==> config.mk <==
export PLATFORM = sky130hd
export DESIGN_NAME = vga_timing_gen
export DESIGN_NICKNAME = d
export VERILOG_FILES = /design/src/rtl/vga_timing_gen.sv
export SDC_FILE = /design/constraint.sdc
export NUM_CORES = 1
export LEC_CHECK = 0
export ABC_AREA = 1
export CAP_MARGIN = 10
export CORE_ASPECT_RATIO = 1.25
export CORE_MARGIN = 5
export CORE_UTILIZATION = 54
export CTS_BUF_LIST = sky130_fd_sc_hd__clkbuf_16
export CTS_CLUSTER_DIAMETER = 80
export CTS_CLUSTER_SIZE = 30
export DETAILED_ROUTE_END_ITERATION = 8
export PLACE_DENSITY = 0.83
export SETUP_SLACK_MARGIN = 0.2
export SLEW_MARGIN = 15
export SYNTH_ARGS = -nofsm -noshare
export SYNTH_HDL_FRONTEND = slang
export SYNTH_SLANG_ARGS = --single-unit
==> constraint.sdc <==
create_clock -name clk -period 2.4 [get_ports clk]
set_input_delay 0.36 -clock clk [delete_from_list [all_inputs] [get_ports clk]]
set_output_delay 0.36 -clock clk [all_outputs]
set_load 0.005 [all_outputs]
==> src/rtl/vga_timing_gen.sv <==
// vga_timing_gen: parametrised raster timing generator with pixel-clock divider and registered outputs.
// Define VGA_PIXEL_ADDR_EN to add the linear framebuffer address output pix_addr.
module vga_timing_gen #(
  parameter int H_VISIBLE = 640,
  parameter int H_FP = 16,
  parameter int H_SYNC = 96,
  parameter int H_BP = 48,
  parameter int V_VISIBLE = 480,
  parameter int V_FP = 10,
  parameter int V_SYNC = 2,
  parameter int V_BP = 33,
  parameter int HSYNC_NEG = 1,
  parameter int VSYNC_NEG = 1,
  parameter int CLK_DIV = 2,
  localparam int H_TOTAL = H_VISIBLE + H_FP + H_SYNC + H_BP,
  localparam int V_TOTAL = V_VISIBLE + V_FP + V_SYNC + V_BP,
  localparam int COL_W = $clog2(H_TOTAL),
  localparam int ROW_W = $clog2(V_TOTAL)
) (
  input  logic             clk,
  input  logic             rst_n,
  input  logic             en,
  output logic             pix_tick,
  output logic [COL_W-1:0] col,
  output logic [ROW_W-1:0] row,
  output logic             visible,
  output logic             hsync,
  output logic             vsync,
  output logic             line_start,
`ifdef VGA_PIXEL_ADDR_EN
  output logic [$clog2(H_VISIBLE*V_VISIBLE)-1:0] pix_addr,
`endif
  output logic             frame_start
);
  localparam int DIV_W = CLK_DIV > 1 ? $clog2(CLK_DIV) : 1;
  localparam logic [DIV_W-1:0] DIV_LAST = DIV_W'(CLK_DIV - 1);
  localparam logic [COL_W-1:0] H_LAST = COL_W'(H_TOTAL - 1);
  localparam logic [COL_W-1:0] H_VIS = COL_W'(H_VISIBLE);
  localparam logic [COL_W-1:0] HS_BEG = COL_W'(H_VISIBLE + H_FP);
  localparam logic [COL_W-1:0] HS_END = COL_W'(H_VISIBLE + H_FP + H_SYNC);
  localparam logic [ROW_W-1:0] V_LAST = ROW_W'(V_TOTAL - 1);
  localparam logic [ROW_W-1:0] V_VIS = ROW_W'(V_VISIBLE);
  localparam logic [ROW_W-1:0] VS_BEG = ROW_W'(V_VISIBLE + V_FP);
  localparam logic [ROW_W-1:0] VS_END = ROW_W'(V_VISIBLE + V_FP + V_SYNC);
  localparam logic HS_OFF = HSYNC_NEG != 0;
  localparam logic VS_OFF = VSYNC_NEG != 0;
  generate
    if (CLK_DIV < 1 || H_VISIBLE < 1 || H_FP < 1 || H_SYNC < 1 || H_BP < 1 ||
        V_VISIBLE < 1 || V_FP < 1 || V_SYNC < 1 || V_BP < 1) begin : g_bad_param
      $error("vga_timing_gen: CLK_DIV and all visible/porch/sync values must be >= 1");
    end
  endgenerate
  logic [DIV_W-1:0] div;
  logic adv, h_end, vis_n;
  logic [COL_W-1:0] col_n;
  logic [ROW_W-1:0] row_n;
  // Outputs are loaded from the next position so they change only on the advance edge.
  always_comb begin
    adv = en && div == DIV_LAST;
    h_end = col == H_LAST;
    col_n = h_end ? '0 : col + 1'b1;
    row_n = h_end ? (row == V_LAST ? '0 : row + 1'b1) : row;
    vis_n = col_n < H_VIS && row_n < V_VIS;
  end
  always_ff @(posedge clk or negedge rst_n) begin
    if (!rst_n) begin
      div <= '0;
      col <= H_LAST;
      row <= V_LAST;
      pix_tick <= 1'b0;
      visible <= 1'b0;
      hsync <= HS_OFF;
      vsync <= VS_OFF;
      line_start <= 1'b0;
      frame_start <= 1'b0;
    end else if (en) begin
      div <= adv ? '0 : div + 1'b1;
      pix_tick <= adv;
      if (adv) begin
        col <= col_n;
        row <= row_n;
        visible <= vis_n;
        hsync <= (col_n >= HS_BEG && col_n < HS_END) ^ HS_OFF;
        vsync <= (row_n >= VS_BEG && row_n < VS_END) ^ VS_OFF;
        line_start <= col_n == '0;
        frame_start <= col_n == '0 && row_n == '0;
      end
    end
  end
`ifdef VGA_PIXEL_ADDR_EN
  // Address advances only into visible pixels, so blanking holds the last visible address.
  always_ff @(posedge clk or negedge rst_n) begin
    if (!rst_n) pix_addr <= '0;
    else if (adv) pix_addr <= (col_n == '0 && row_n == '0) ? '0 : vis_n ? pix_addr + 1'b1 : pix_addr;
  end
`endif
endmodule
* Word level (Yosys, flattened, before mapping)
Index checks and enable logic that the tools add are counted.
** Word-level totals
- Register bits after elaboration :: 27
- Output and inout port bits :: 26
- Word-level logic and storage cells :: 34
- Input port bits :: 3
** Operators by class
- Add/sub/neg operators :: 3
- Reductions and logical operators :: 8
- $lt $le $gt $ge :: 6
- Eq/ne operators :: 2
- Multiplexer cells :: 4
- Bitwise gates (word level) :: 2
** Operator list (count)
- $mux 10 :: 3
- $add 10x1->10 const B :: 2
- $eq 10x10->1 const B :: 2
- $logic_not 10->1 :: 2
- $lt 10x10->1 const B :: 2
- $lt 10x9->1 const B :: 2
- $ge 10x10->1 const B :: 1
- $ge 10x9->1 const B :: 1
- $logic_and 1x1->1 :: 5
- $not 1->1 :: 2
- $reduce_and 2->1 :: 1
- $add 1x1->1 const B :: 1
- $mux 1 :: 1

* Longest topological paths before layout
Gate-level depths: netlist (run 1).
- Word-level depth :: 6
- Depth in mapped cells :: 14

* Worst setup path before layout (run 1)
No wires, ideal clock.
- Path type :: reg-to-reg
- Start :: register col[0]
- End :: register visible
- Library setup time :: 0.117 ns
- Stages on the path, launching flop included :: 12
- Required time :: 2.283 ns
- Arrival :: 1.695 ns
- Slack :: 0.588 ns
- Cells stage by stage :: dfstp_2 ha_1 nand2_4 nor2_8 nand3_4 buf_6 o21bai_4 nand2_2 nor2_1 nand3_1 nand3_1 nand2_1
** Between the ends
- Cells in the longest elaborated chain, start to end :: 4
** Ends and longest elaborated chain
- start: declaration :: line 24 : output logic [COL_W-1:0] col,
- start signal: assignment :: line 80 : col <= col_n;
- $add 10x1->10 or $eq 10x10->1 (tied branches) :: line 61, 60
- $mux 10, on equally long branches :: line 61, 62
- $lt 10x10->1 or $lt 10x9->1 (tied branches) :: line 63 : vis_n = col_n < H_VIS && row_n < V_VIS;
- $logic_and 1x1->1 (*) :: line 63
- end signal: assignment :: line 82 : visible <= vis_n;
- end: declaration :: line 26 : output logic visible,
Every way passes the cells marked *; elsewhere a longest branch is shown, timed or not.
A chain may end at the register's enable or synchronous reset.

* Worst setup path after layout (run 1)
- Start :: register col[0]
- End :: register frame_start
** Between the ends
- Cells in the longest elaborated chain, start to end :: 4
** Ends and longest elaborated chain
- $add 10x1->10 or $eq 10x10->1 (tied branches) :: line 61, 60
- $mux 10, on equally long branches :: line 61, 62
- $logic_not 10->1 :: line 86 : frame_start <= col_n == '0 && row_n == '0;
- $logic_and 1x1->1 (*) :: line 86
- end signal: assignment :: line 75 : frame_start <= 1'b0;
- end signal: assignment :: line 86
- end: declaration :: line 33 : output logic frame_start
Marks and branches as above.

==> results of run 1 <==
[cell usage after synthesis]
cell	instances
sky130_fd_sc_hd__nand3_4	1
sky130_fd_sc_hd__nand2_2	3
sky130_fd_sc_hd__o21bai_4	1
sky130_fd_sc_hd__nand2_4	2
sky130_fd_sc_hd__a21oi_1	3
sky130_fd_sc_hd__nor2_8	1
sky130_fd_sc_hd__inv_2	1
sky130_fd_sc_hd__clkbuf_1	4
sky130_fd_sc_hd__inv_1	29
sky130_fd_sc_hd__nor2_1	29
sky130_fd_sc_hd__nor3_1	2
sky130_fd_sc_hd__o21ai_0	21
sky130_fd_sc_hd__nand3_2	2
sky130_fd_sc_hd__nor2_4	2
sky130_fd_sc_hd__buf_6	2
sky130_fd_sc_hd__or2_2	1
sky130_fd_sc_hd__buf_2	1
sky130_fd_sc_hd__o21a_1	1
sky130_fd_sc_hd__nand4_1	8
sky130_fd_sc_hd__nor2_2	4
sky130_fd_sc_hd__nand2_1	92
sky130_fd_sc_hd__dfstp_2	12
sky130_fd_sc_hd__o31ai_1	1
sky130_fd_sc_hd__nor3_2	1
sky130_fd_sc_hd__dfrtp_1	15
sky130_fd_sc_hd__nand3_1	23
sky130_fd_sc_hd__o21bai_1	1
sky130_fd_sc_hd__a31oi_1	1
sky130_fd_sc_hd__xor2_1	1
sky130_fd_sc_hd__ha_1	3
[registers in the layout, summed over array words and instances (netlist names)]
signal	flops
row	10
hsync	1
frame_start	1
vsync	1
visible	1
div	1
line_start	1
pix_tick	1
col	10
[cell families after synthesis]
logic type / synth area share (%)
adders and majority gates: 2.03
buffers and inverters: 8.38
DFF: 37.3
AOI/OAI and AO/OA: 9.05
xor gates and xnor gates: 0.473
and+or+nand+nor: 42.8
[through the flow]
step                      utilization (%)  power, µW  worst slack (ns)  cell area (µm²)
after detailed placement             66.6       1270             0.332             2170
after global routing                 70.2       1750             0.178             2280
after CTS                            69.1       1650             0.321             2250
after floorplan                         -        996             0.588             1850
final                                70.2       1640             0.316             2280
after global placement               66.6       1250             0.383             2170
[layer usage]
layer / vias to the layer above / part of all wire, %
met3: 4 / 4.2
met4: 0 / 1.0
li1: 921 / -
met1: 850 / 41
met5: - / 0
met2: 44 / 53
[report_power, final]
group          internal, µW  total, µW  switching [µW]  leakage [µW]
sequential              569        675             106      0.000325
clock                   226        383             157     0.0000371
combinational           269        583             314      0.000706
[worst max-delay path, stage by stage (launching register included)]
cell                      delay [ns]
sky130_fd_sc_hd__dfstp_2        0.56
sky130_fd_sc_hd__ha_1           0.24
sky130_fd_sc_hd__nand2_4        0.10
sky130_fd_sc_hd__nor2_8         0.16
sky130_fd_sc_hd__nand2_4        0.07
sky130_fd_sc_hd__nor2_4         0.20
sky130_fd_sc_hd__buf_4          0.17
sky130_fd_sc_hd__nand3_2        0.06
sky130_fd_sc_hd__nand2_2        0.09
sky130_fd_sc_hd__nand2_1        0.06
sky130_fd_sc_hd__nor3_2         0.16
sky130_fd_sc_hd__nand2_1        0.08
sky130_fd_sc_hd__nand2_1        0.06
[layout make-up]
cell class	instances	area [µm²]
timing repair buffer	35	345
clock buffer	3	75.1
sequential	27	691
fill	291	968
clock inverter	1	7.51
multi-input combinational	204	1010
inverter	30	113
tap	37	46.3
[timing repair]
action                                  4_1_cts  5_1_grt
setup buffers                                 0        3
endpoints found under the setup margin        0        3
resized for setup                             0        2
[final timing paths]
path                               from     endpoint  slack, ns  depth (start not counted)
worst max-delay path             col[0]  frame_start       0.32                         12
worst min-delay path              rst_n       col[6]       0.46                          2
worst max register to register   col[0]  frame_start       0.32                         12
worst min register to register  visible      visible       0.49                          2
max in group asynchronous         rst_n       row[9]       1.64                          2
min in group clk                visible      visible       0.49                          2
==> summary.md, run 1 <==
| Metric | Value |
|---|---|
| Max_cap viols | `0` |
| Sinks on the clock net | `27` |
| Cts hold-fix bufs | `0` |
| Top library cells by usage in the layout, fill and taps aside | `sky130_fd_sc_hd__nand2_1, sky130_fd_sc_hd__inv_1, sky130_fd_sc_hd__nor2_1, sky130_fd_sc_hd__clkdlybuf4s50_1, sky130_fd_sc_hd__nand3_1` |
| Syn. warnings | `0` |
| Sequential element share of the synthesized area | `37.3%` |
| Part of the cycle the worst path needs | `between 80% and 90%` |
| Count of nets left with antenna violations after detail routing | `0` |
| CTS buffer count | `3` |
| Peak ir drop on the vdd network | `0.000669 V` |
| Die extent in y | `about 75 µm` |
| M3 GR Usage | `slightly above 3%` |
| Final hold slack | `between 0.4 and 0.5 ns` |
| Number of inserted diodes | `0` |
| GR Util met1 | `between 20% and 30%` |
| Chip Width | `slightly above 60 µm` |
| Total standard cell area after synthesis | `~0.0019 mm²` |
| Maximum number of pins on one net before global-route repair | `28` |
| Global-route wire length before repair | `just under 8 mm` |
| P per Cell Area | `roughly 700 mW/mm²` |
| Number of core rows | `23` |
| Max-slew violation total from the final report | `0` |
| Capturing element type of the critical path | `register` |
| Synthesized netlist net count | `274` |
| Number of cells after detailed placement | `330` |
| Most common cell after layout, fill and taps aside | `sky130_fd_sc_hd__nand2_1` |
| First DRT Iteration DRCs | `103` |
| Kind of path behind the tightest hold check | `input port to async pin` |
| Met2 demand-to-capacity share in global routing | `a little under 40%` |
| Leak pwr | `approximately 0.0011 µW` |
| Ports | `29` |
| Post-Syn Instances | `268` |
| Area of the die | `around 0.0047 mm²` |
| Cell type with the highest aggregate area in the netlist | `sky130_fd_sc_hd__dfrtp_1` |
| Arr. time, crit path | `2.28 ns` |
| Unrepaired setup endpoints after global routing | `yes` |
| Quantity of I/O buffers inserted on ports | `28` |
| Kind of critical path | `register to register` |
| Upper clock frequency limit | `0.480 GHz` |
| Worst EP required | `2.60 ns` |
| Initial core utilization | `56.9%` |
| Clock buffer depth | `2` |
| Total global routing track utilization | `~20%` |
| Clock-pin slew of the registers on the worst-case setup and hold paths | `0.07 ns` |
| Fraction of final layout cells with drive strength greater than 1 | `roughly 14%` |
| Clock period minus final worst setup slack | `between 2 and 2.5 ns` |
| Maximum fanout along the worst path | `5` |
| Number of antenna violations at the first check in global routing | `0` |
| Via count of the first global-routing pass | `between 1500 and 2000` |
| Non-filler instance count after layout | `between 300 and 400` |
| Final setup skew | `0.00402 ns` |
| Layout Nets | `307` |
| Master cell of the clock root buffer | `sky130_fd_sc_hd__clkbuf_16` |
| Overflow left after global routing | `0` |
| Dominant cells by area after synthesis | `sky130_fd_sc_hd__dfrtp_1, sky130_fd_sc_hd__nand2_1, sky130_fd_sc_hd__dfstp_2` |
| Vias after detailed routing | `~1800` |
| TritonCTS clock tree | `built` |
| Worst-Skew Late Latency | `approximately 0.26 ns` |
| Remaining design rule violation count | `0` |
| TritonRoute pass-1 iters | `4` |
| Result of the run | `finished, final reports clean` |
| Post-DP HPWL | `about 3.4 mm` |
| Number of flip-flops and latches in the synthesized netlist | `27` |
| Number of distinct standard cells referenced by the synthesized netlist | `30` |
| Total number of H-tree levels | `1` |
| Std-Cell Core Area | `approximately 0.0033 mm²` |
| Most congested layer reported by global routing | `met2` |
| Wirelength, routed | `approximately 4.5 mm` |
| Total of endpoints with negative setup slack in the final report | `0` |
| Layout area overhead | `23.3%` |
| Mean number of vias per cell | `5.40` |
| Gpl congestion | `~0.95` |
| Routed wirelength normalized by instance count | `between 10 and 15 µm` |
| Category of the worst setup path launch point | `register` |
| Worst rel slew slack | `between 70 and 80%` |
| Top cell type's share of synthesized area | `about a fifth` |
| Transition time at the pin with the least slew margin | `0.335 ns` |
| Hold violation count in the final report | `0` |
| Sum Neg Setup Slack | `0 ns` |
| Synthesized area per cell | `about 6.9 µm²` |
Power figures use the tool's default switching activity.
==> run 2: changes to the inputs <==
--- a/config.mk
+++ b/config.mk
@@ -14,6 +14,7 @@
 export CTS_CLUSTER_DIAMETER = 80
 export CTS_CLUSTER_SIZE = 30
 export DETAILED_ROUTE_END_ITERATION = 8
+export GPL_TIMING_DRIVEN = 1
 export PLACE_DENSITY = 0.83
 export SETUP_SLACK_MARGIN = 0.2
 export SLEW_MARGIN = 15
==> results of run 2 <==
Same layout as run 1: the final DEF is identical, and so are final timing and power.
==> run 3: changes to the inputs <==
--- a/config.mk
+++ b/config.mk
@@ -15,7 +15,7 @@
 export CTS_CLUSTER_SIZE = 30
 export DETAILED_ROUTE_END_ITERATION = 8
 export GPL_TIMING_DRIVEN = 1
-export PLACE_DENSITY = 0.83
+export PLACE_DENSITY = 0.77
 export SETUP_SLACK_MARGIN = 0.2
 export SLEW_MARGIN = 15
 export SYNTH_ARGS = -nofsm -noshare
==> run 3 against run 2 <==
  * Cell area down 0.66%
  * Highest routed layer unchanged
  * Critical endpoint unchanged
  * Sequential power up 0.9%
  * Die area unchanged
  * Clock skew down 0.0022 ns
  * Total power about the same
  * Clock-buffer cell count unchanged
  * Global-route usage up 0.51 points
  * Clock power down 2%
  * Flip-flop and latch count unchanged
  * Sequential share of layout area up 0.20 points
==> summary.md, run 3 (synthesis results as in run 1) <==
| Metric | Value |
|---|---|
| Result of the run | `finished, final reports clean (unchanged)` |
| Category of the worst setup path launch point | `register (unchanged)` |
| Routed wirelength normalized by instance count | `14.0 µm (was 13.4 µm)` |
| P per Cell Area | `723 mW/mm² (was 718 mW/mm²)` |
| Count of nets left with antenna violations after detail routing | `0 (unchanged)` |
| Part of the cycle the worst path needs | `83.3% (was 86.8%)` |
| Maximum fanout along the worst path | `5 (unchanged)` |
| Fill cell total of the finished layout | `286 (was 291)` |
| Chip Width | `62.4 µm (unchanged)` |
| Gpl congestion | `0.954 (was 0.946)` |
| Kind of path behind the tightest hold check | `input port to async pin (unchanged)` |
| Std-Cell Core Area | `0.00325 mm² (unchanged)` |
| Mean number of vias per cell | `5.60 (was 5.40)` |
| Sinks on the clock net | `27 (unchanged)` |
| Number of antenna violations at the first check in global routing | `0 (unchanged)` |
| Quantity of I/O buffers inserted on ports | `28 (unchanged)` |
| Unrepaired setup endpoints after global routing | `no (was yes)` |
| Wirelength, routed | `4.70 mm (was 4.52 mm)` |
| Combined flip-flop and latch cell area | `691 µm² (unchanged)` |
| CTS buffer count | `3 (unchanged)` |
| Initial core utilization | `56.9% (unchanged)` |
| TritonRoute pass-1 iters | `6 (was 4)` |
| Hold violation count in the final report | `0 (unchanged)` |
| Die extent in y | `75.5 µm (unchanged)` |
| Layout area overhead | `22.5% (was 23.3%)` |
| Kind of critical path | `register to register (unchanged)` |
| Max-slew violation total from the final report | `0 (unchanged)` |
| Worst EP required | `2.60 ns (about the same)` |
| Final standard cell area without fillers | `0.00227 mm² (was 0.00228 mm²)` |
| Upper clock frequency limit | `0.500 GHz (was 0.480 GHz)` |
| Leak pwr | `0.00105 µW (was 0.00107 µW)` |
| Arr. time, crit path | `2.20 ns (was 2.28 ns)` |
| Area of the multi-input gates | `0.00103 mm² (was 0.00101 mm²)` |
| Fraction of final layout cells with drive strength greater than 1 | `14.4% (was 14.0%)` |
| Vias after detailed routing | `1882 (was 1819)` |
| Post-DP HPWL | `3.49 mm (was 3.41 mm)` |
| Total global routing track utilization | `20.9% (was 20.4%)` |
| Capturing element type of the critical path | `register (unchanged)` |
| Worst rel slew slack | `77.9% (was 77.6%)` |
| Total of endpoints with negative setup slack in the final report | `0 (unchanged)` |
| Overflow left after global routing | `0 (unchanged)` |
| Final setup skew | `0.00185 ns (was 0.00402 ns)` |
| Non-filler instance count after layout | `336 (was 337)` |
| Max_cap viols | `0 (unchanged)` |
| Cts hold-fix bufs | `0 (unchanged)` |
| Final Util | `69.8% (was 70.2%)` |
| Final hold slack | `0.466 ns (was 0.464 ns)` |
| Sum Neg Setup Slack | `0 ns (unchanged)` |
| Via count of the first global-routing pass | `1904 (was 1804)` |
| Clock-pin slew of the registers on the worst-case setup and hold paths | `0.07 ns (about the same)` |
| Ports | `29 (unchanged)` |
| Top library cells by usage in the layout, fill and taps aside | `sky130_fd_sc_hd__nand2_1, sky130_fd_sc_hd__inv_1, sky130_fd_sc_hd__nor2_1, sky130_fd_sc_hd__clkdlybuf4s50_1, sky130_fd_sc_hd__nand3_1 (unchanged)` |
| Area of the die | `0.00471 mm² (unchanged)` |
| Most common cell after layout, fill and taps aside | `sky130_fd_sc_hd__nand2_1 (unchanged)` |
| Largest registers ranked by flip-flop count | `col x10, row x10 (unchanged)` |
| Layout Nets | `306 (was 307)` |
| Worst-Skew Late Latency | `0.26 ns (about the same)` |
| Clock buffer depth | `2 (unchanged)` |
| Peak ir drop on the vdd network | `0.000530 V (was 0.000669 V)` |
| First DRT Iteration DRCs | `118 (was 103)` |
| Master cell of the clock root buffer | `sky130_fd_sc_hd__clkbuf_16 (unchanged)` |
| Area after detailed placement | `0.00216 mm² (was 0.00217 mm²)` |
| TritonCTS clock tree | `built (unchanged)` |
| Global-route wire length before repair | `8.01 mm (was 7.80 mm)` |
| Remaining design rule violation count | `0 (unchanged)` |
| Transition time at the pin with the least slew margin | `0.332 ns (was 0.335 ns)` |
| Number of core rows | `23 (unchanged)` |
| Number of cells after detailed placement | `329 (was 330)` |
| Clock period minus final worst setup slack | `2.00 ns (was 2.08 ns)` |
| Total number of H-tree levels | `1 (unchanged)` |
| Maximum number of pins on one net before global-route repair | `28 (unchanged)` |
| Number of inserted diodes | `0 (unchanged)` |
## run 3: cell types whose count changed in the layout (fill, tap and decap cells not counted), sizes merged
cell / change
buf: -3
clkinvlp: -1
nand3: +1
nor2: +1
clkinv: +1
## run 3: power by group
group          switching (µW)  total (µW)  internal [µW]  leakage (µW)
Sequential                112         681            569      0.000325
Clock                     150         375            225     0.0000409
Combinational             317         585            268      0.000687
## run 3: critical path, stage by stage, from the launching register on
cell and delay (ns):
sky130_fd_sc_hd__dfstp_2 0.56, sky130_fd_sc_hd__ha_2 0.23, sky130_fd_sc_hd__nand2_4 0.09, sky130_fd_sc_hd__nor2_8 0.19
sky130_fd_sc_hd__nand2_4 0.09, sky130_fd_sc_hd__nor2_2 0.22, sky130_fd_sc_hd__nand3_2 0.10, sky130_fd_sc_hd__nand2_2 0.10
sky130_fd_sc_hd__nand2_1 0.07, sky130_fd_sc_hd__nor3_2 0.16, sky130_fd_sc_hd__nand2_1 0.07, sky130_fd_sc_hd__nand2_1 0.06
## run 3: final cells by class
class / instances / share of cell area, %
tap: 37 / 2.04
multi-input combinational: 206 / 45.3
sequential: 27 / 30.4
timing repair buffer: 32 / 13.7
inverter: 30 / 4.96
clock inverter: 1 / 0.221
clock buffer: 3 / 3.31
## run 3: worst paths after layout
check | startpoint | endpoint | slack (ns) | cells after the start
max | col[0] | frame_start | 0.40 | 11
min | rst_n | col[6] | 0.47 | 2
max reg2reg | col[0] | frame_start | 0.40 | 11
min reg2reg | visible | visible | 0.48 | 2
max in group asynchronous | rst_n | row[9] | 1.64 | 2
min in group clk | visible | visible | 0.48 | 2
## run 3: repair_timing
| action | 4_1_cts | 5_1_grt |
|---|---|---|
| resized for setup | 0 | 3 |
| setup endpoints to repair | 0 | 3 |
| buffers inserted | 0 | 1 |
## run 3: routing by layer
layer  track usage [%]  vias to the layer above  part of all wire (%)
li1                  -                      924                     -
met1              23.5                      866                    40
met2              38.8                       78                    51
met3              2.06                       14                   5.0
met4              12.5                        0                   3.1
met5                 0                        -                     0
## run 3: through the flow
stage / setup WS (ns) / total power, µW
3_3_place_gp: 0.410 / 1260
4_1_cts: 0.306 / 1650
5_1_grt: 0.205 / 1760
2_1_floorplan: 0.588 / 996
6_report: 0.401 / 1640
3_5_place_dp: 0.362 / 1260
